## src/rtl/pulse_param_ctrl.sv

```systemverilog
// UART-side frame engine: PAYLOAD_BYTES data bytes + command byte -> register write/readback with response.
// Optional readback path enabled by defining PULSE_CTRL_READBACK_EN.
module pulse_param_ctrl #(
  parameter int unsigned                 PAYLOAD_BYTES = 4,
  parameter int unsigned                 NUM_REGS      = 16,
  parameter int unsigned                 REG_W         = 32,
  parameter logic [NUM_REGS*REG_W-1:0]   RESET_VALS    = '0,
  parameter int unsigned                 TIMEOUT_CYC   = 2_000_000
) (
  input  logic                      clk,
  input  logic                      rst_n,
  input  logic                      rx_valid,
  input  logic [7:0]                rx_byte,
  input  logic                      tx_busy,
  output logic                      tx_start,
  output logic [7:0]                tx_byte,
  output logic [NUM_REGS*REG_W-1:0] regs_flat,
  output logic                      upd_strobe,
  output logic [6:0]                upd_addr,
  output logic                      rx_done,
  output logic                      frame_err
);

  localparam int unsigned PW = 8 * PAYLOAD_BYTES;

  typedef enum logic [1:0] {RECV, EXEC, TX_LOAD, TX_WAIT} state_t;

  state_t           state, state_nxt;
  logic             rx_prev;
  logic             rx_edge;
  logic [3:0]       byte_cnt;
  logic [31:0]      idle_cnt;
  logic [PW-1:0]    payload;
  logic [7:0]       cmd;
  logic [REG_W-1:0] regs [NUM_REGS];
  logic             wait_first;
  logic [7:0]       chk;
  logic             is_read;
  logic             addr_ok;
  logic             cmd_bad;
  logic             wr_en;
  logic             wait_done;
  logic             resp_more;

  assign rx_edge = rx_valid & ~rx_prev;

  always_comb begin
    chk = '0;
    for (int unsigned k = 0; k < PAYLOAD_BYTES; k++)
      chk = chk + payload[8*k +: 8];
  end

  assign is_read = cmd[7];
  assign addr_ok = 32'(cmd[6:0]) < NUM_REGS;
`ifdef PULSE_CTRL_READBACK_EN
  assign cmd_bad = ~addr_ok;
`else
  assign cmd_bad = ~addr_ok | is_read;
`endif
  assign wr_en     = (state == EXEC) && !is_read && addr_ok;
  assign wait_done = (state == TX_WAIT) && !wait_first && !tx_busy;

`ifdef PULSE_CTRL_READBACK_EN
  logic [PW-1:0] rdata;
  logic [PW-1:0] resp_sh;
  logic [3:0]    resp_left;

  always_comb begin
    rdata = '0;
    for (int unsigned i = 0; i < NUM_REGS; i++)
      if (cmd[6:0] == 7'(i)) rdata[REG_W-1:0] = regs[i];
  end

  assign resp_more = (resp_left != '0);
`else
  assign resp_more = 1'b0;
`endif

  always_comb begin
    regs_flat = '0;
    for (int unsigned i = 0; i < NUM_REGS; i++)
      regs_flat[i*REG_W +: REG_W] = regs[i];
  end

  always_comb begin
    state_nxt = state;
    tx_start  = 1'b0;
    case (state)
      RECV:    if (rx_edge && byte_cnt == 4'(PAYLOAD_BYTES)) state_nxt = EXEC;
      EXEC:    state_nxt = TX_LOAD;
      TX_LOAD: if (!tx_busy) begin
                 tx_start  = 1'b1;
                 state_nxt = TX_WAIT;
               end
      TX_WAIT: if (wait_done) state_nxt = resp_more ? TX_LOAD : RECV;
      default: state_nxt = RECV;
    endcase
  end

  assign rx_done = (state != RECV);

  always_ff @(posedge clk or negedge rst_n) begin
    if (!rst_n) begin
      state      <= RECV;
      rx_prev    <= 1'b0;
      byte_cnt   <= '0;
      idle_cnt   <= '0;
      payload    <= '0;
      cmd        <= '0;
      wait_first <= 1'b0;
      tx_byte    <= '0;
      upd_strobe <= 1'b0;
      upd_addr   <= '0;
      frame_err  <= 1'b0;
      for (int unsigned i = 0; i < NUM_REGS; i++)
        regs[i] <= RESET_VALS[i*REG_W +: REG_W];
`ifdef PULSE_CTRL_READBACK_EN
      resp_sh    <= '0;
      resp_left  <= '0;
`endif
    end else begin
      state      <= state_nxt;
      rx_prev    <= rx_valid;
      upd_strobe <= 1'b0;
      frame_err  <= 1'b0;
      case (state)
        RECV: begin
          // an rx edge takes priority over a timeout in the same cycle
          if (rx_edge) begin
            idle_cnt <= '0;
            if (byte_cnt == 4'(PAYLOAD_BYTES)) begin
              cmd      <= rx_byte;
              byte_cnt <= '0;
            end else begin
              for (int unsigned k = 0; k < PAYLOAD_BYTES; k++)
                if (byte_cnt == 4'(k)) payload[8*k +: 8] <= rx_byte;
              byte_cnt <= byte_cnt + 4'd1;
            end
          end else if (byte_cnt != '0) begin
            if (idle_cnt == 32'(TIMEOUT_CYC - 1)) begin
              idle_cnt  <= '0;
              byte_cnt  <= '0;
              frame_err <= 1'b1;
            end else begin
              idle_cnt <= idle_cnt + 32'd1;
            end
          end else begin
            idle_cnt <= '0;
          end
        end
        EXEC: begin
          if (wr_en) begin
            for (int unsigned i = 0; i < NUM_REGS; i++)
              if (cmd[6:0] == 7'(i)) regs[i] <= payload[REG_W-1:0];
            upd_strobe <= 1'b1;
            upd_addr   <= cmd[6:0];
          end
          if (cmd_bad) begin
            frame_err <= 1'b1;
            tx_byte   <= ~chk;
          end
`ifdef PULSE_CTRL_READBACK_EN
          else if (is_read) begin
            // first byte goes out now; the rest (upper bytes, then checksum) queue in resp_sh
            tx_byte   <= rdata[7:0];
            resp_sh   <= PW'({chk, rdata} >> 8);
            resp_left <= 4'(PAYLOAD_BYTES);
          end
`endif
          else begin
            tx_byte <= chk;
          end
        end
        TX_LOAD: wait_first <= 1'b1;
        TX_WAIT: begin
          wait_first <= 1'b0;
`ifdef PULSE_CTRL_READBACK_EN
          if (wait_done && resp_more) begin
            tx_byte   <= resp_sh[7:0];
            resp_sh   <= resp_sh >> 8;
            resp_left <= resp_left - 4'd1;
          end
`endif
        end
        default: ;
      endcase
    end
  end

endmodule

```

## config.mk

```make
export PLATFORM = sky130hd
export DESIGN_NAME = pulse_param_ctrl
export DESIGN_NICKNAME = d
export VERILOG_FILES = /design/src/rtl/pulse_param_ctrl.sv
export SDC_FILE = /design/constraint.sdc
export NUM_CORES = 1
export LEC_CHECK = 0
export ABC_AREA = 1
export CAP_MARGIN = 20
export CORE_MARGIN = 4
export CORE_UTILIZATION = 50
export CTS_BUF_LIST = sky130_fd_sc_hd__clkbuf_8
export DETAILED_ROUTE_END_ITERATION = 10
export PLACE_DENSITY_LB_ADDON = 0.08
export SLEW_MARGIN = 40
export SYNTH_ARGS = -nofsm -noshare
export SYNTH_HDL_FRONTEND = slang
export SYNTH_SLANG_ARGS = --single-unit
```

## constraint.sdc

```tcl
create_clock -name clk -period 4.2 [get_ports clk]
set_clock_uncertainty 0.2 [all_clocks]
set_input_delay 0.63 -clock clk [delete_from_list [all_inputs] [get_ports clk]]
set_output_delay 0.63 -clock clk [all_outputs]
set_load 0.01 [all_outputs]
```

==> impl_metrics.json <==
{
  "grt_overflow": 0,
  "path_class": "reg -> out",
  "synth_top_family_by_area": "simple AND/OR/NAND/NOR gates",
  "vias_per_cell": 5.388,
  "dp_slack_ns": 1.044,
  "crit_required_ns": 3.37,
  "drive_above_1_share": 0.07080,
  "dp.final_hpwl_um": 56080,
  "ff2ff_setup_slack_ns": 0.95,
  "drv_slew": 0,
  "utilization": 0.6806,
  "ir_worst_vdd_v": 0.0004082,
  "syn_avg_cell_area_sq_um": 9.670,
  "syn_nets": 2502,
  "io_buffers": 542,
  "synth_top_area_share": 0.6406,
  "core_area_sq_um": 46750,
  "grt_pass1_vias": 19380,
  "drtPass1Iterations": 5,
  "max_freq_mhz": 289.6,
  "die_w_um": 226.1,
  "synth_top_area_cell": "dfrtp_1",
  "worstPathArrival_ns": 2.62,
  "synth_edf_count": 0,
  "muxShareOfSynthArea": 0,
  "power_density_nw_per_um2": 513.1,
  "hold_viol_final": 0,
  "hold_class": "in -> async",
  "cts_resized": 0,
  "worst_setup_path_start_kind": "flop",
  "track_usage": 0.3102,
  "cts_made_buffers": 98,
  "clock_sinks": 609,
  "area_delta_synth_final_pct": 33.76,
  "period_share": 0.8220,
  "netlist_instances": 2460,
  "regArea_sq_um": 15240,
  "yosys.area_share.simple": 0.1588,
  "synthDistinctLibCells": 34,
  "setup_slack_ns": 0.7475,
  "cp-end-kind": "primary output",
  "start_util": 0.5088,
  "fill_cells": 3757,
  "drc": 0,
  "cts-root-buf": "clkbuf_8",
  "p_total_mw": 16.33,
  "synth-xor-area-share": 0.005891,
  "finalNetCount": 3049,
  "r2r_end": "regs_flat[326]",
  "multi_input_area_sq_um": 7518,
  "synth_seq_cells": 609,
  "die_area_sq_um": 51130,
  "synthTopCellsByArea": "dfrtp_1, nand2_1, o21ai_0, o21ai_1, clkbuf_1",
  "power.leakage_nw": 14.36,
  "wl_um": 80660,
  "drt_iter0_markers": 1575,
  "dieHeight_um": 226.1,
  "synth_common_cells": "nand2_1, dfrtp_1, o21ai_0, clkbuf_1, inv_1",
  "yosys_warnings": 0,
  "synth-compound-area-share": 0.1280,
  "ant_nets": 0,
  "antenna_found_initial": 2,
  "relSlewSlack": 0.4173,
  "cts_tree": "yes",
  "insertion_delay_ns": 0.68,
  "crit_fanout": 22,
  "status": "finished clean",
  "cts_buffer_depth": 3,
  "clk_pin_slew_worst_paths_ns": 0.06,
  "rows": 79,
  "gp_congestion": 0.9103,
  "wl_per_cell_um": 21.88,
  "r2r_start": "state[1]",
  "holdWs_ns": 0.2055,
  "synth_area_sq_um": 23790,
  "rr_worst_depth": 8,
  "synth-async-reset-ratio": 1.000,
  "synth.most_common_cell": "nand2_1",
  "min_period_ns": 3.452,
  "synthAdderAreaFrac": 0.02020,
  "h-tree-depth": 3,
  "route.vias.total": 19870,
  "tightest_slew_ns": 0.8731,
  "grt_max_degree": 102,
  "rsz0062_at_grt": "false",
  "io_pins": 543,
  "yosysSeqAreaShare": 0.6406,
  "setup_viol": 0,
  "synth_ff_type": "dfrtp_1",
  "grt_first_pass_wirelength_um": 120600,
  "setup_tns_ns": 0,
  "drv_cap": 0
}
## worst max-delay path, cell delays in order (launching register included)
cell	delay [ns]
dfrtp_1	0.37
inv_1	0.08
ha_1	0.19
buf_4	0.21
inv_1	0.42
clkdlybuf4s50_1	0.65
## cells by family after synthesis
group	after synthesis
AND/OR/NAND/NOR	938
flip-flops	609
AO/OA/AOI/OAI	604
buffers and inverters	263
adder cells (fa/ha/maj)	30
XOR/XNOR	16
## per-stage QoR
stage	area (sq um)	cells
3_5_place_dp	29840	3512
6_report	31820	3687
4_1_cts	31790	3685
5_1_grt	31820	3687
2_1_floorplan	23790	2460
3_3_place_gp	29770	3511
## layout by cell type (no fill, tap or decap), types with 3 or more instances in the layout
cell type,n
nand3_1,34
nor3_1,18
o22ai_1,7
a21oi_1,19
nand3b_1,5
dfrtp_1,609
buf_4,42
nand2_4,11
o21ai_0,462
clkdlybuf4s50_1,541
fa_1,14
o21ai_1,111
o211ai_1,3
buf_12,7
xor2_1,14
nand4_1,14
nand2_1,744
ha_1,16
clkinv_2,8
nor2_1,94
inv_1,149
or2_2,3
inv_2,6
clkbuf_8,122
## final cells by class
type,count,area share
clock buffers,122,0.05277
well taps,607,0.02387
flip-flops and latches,609,0.4789
inverters,117,0.01380
clock inverters,50,0.008139
multi-input cells,1588,0.2363
diodes,1,0.00007864
repair buffers,593,0.1861
## per-layer routing
metal	GRT usage	wire (um)	part of all wire
met4	0.1078	2928	0.036
met3	0.09320	6655	0.083
met5	0	0	0
met1	0.4036	32570	0.40
met2	0.5015	38510	0.48
## where the power goes
part	switching (mW)	internal (mW)	leakage, nW	total [mW]
clock network	2.31	2.72	1.14	5.03
registers	0.278	6.29	8.41	6.56
logic	3.24	1.49	4.81	4.73
## what timing repair did
action | 4_1_cts | 5_1_grt
endpoints found under the setup margin | 0 | 0
endpoints found under the hold margin | 83 | 0
hold buffers | 1 | 0
buffers inserted | 0 | 0
## flip-flops by register name, summed over array words and instances (netlist names)
signal,count
byte_cnt,4
cmd,8
frame_err,1
idle_cnt,32
payload,32
regs_flat,512
rx_prev,1
state,2
tx_byte,8
upd_addr,7
upd_strobe,1
wait_first,1
## worst max path at each step
stage / start / endpoint / slack [ns] / cells after the start
after floorplan: payload[9] / tx_byte[5] / 0.88 / 13
after global placement: payload[1] / tx_byte[5] / 1.09 / 12
after detailed placement: state[1] / regs_flat[327] / 1.04 / 8
after CTS: state[0] / rx_done / 0.69 / 5
after global routing: state[0] / rx_done / 0.61 / 5
final: state[0] / rx_done / 0.75 / 5
(Power assumes the default switching activity.)
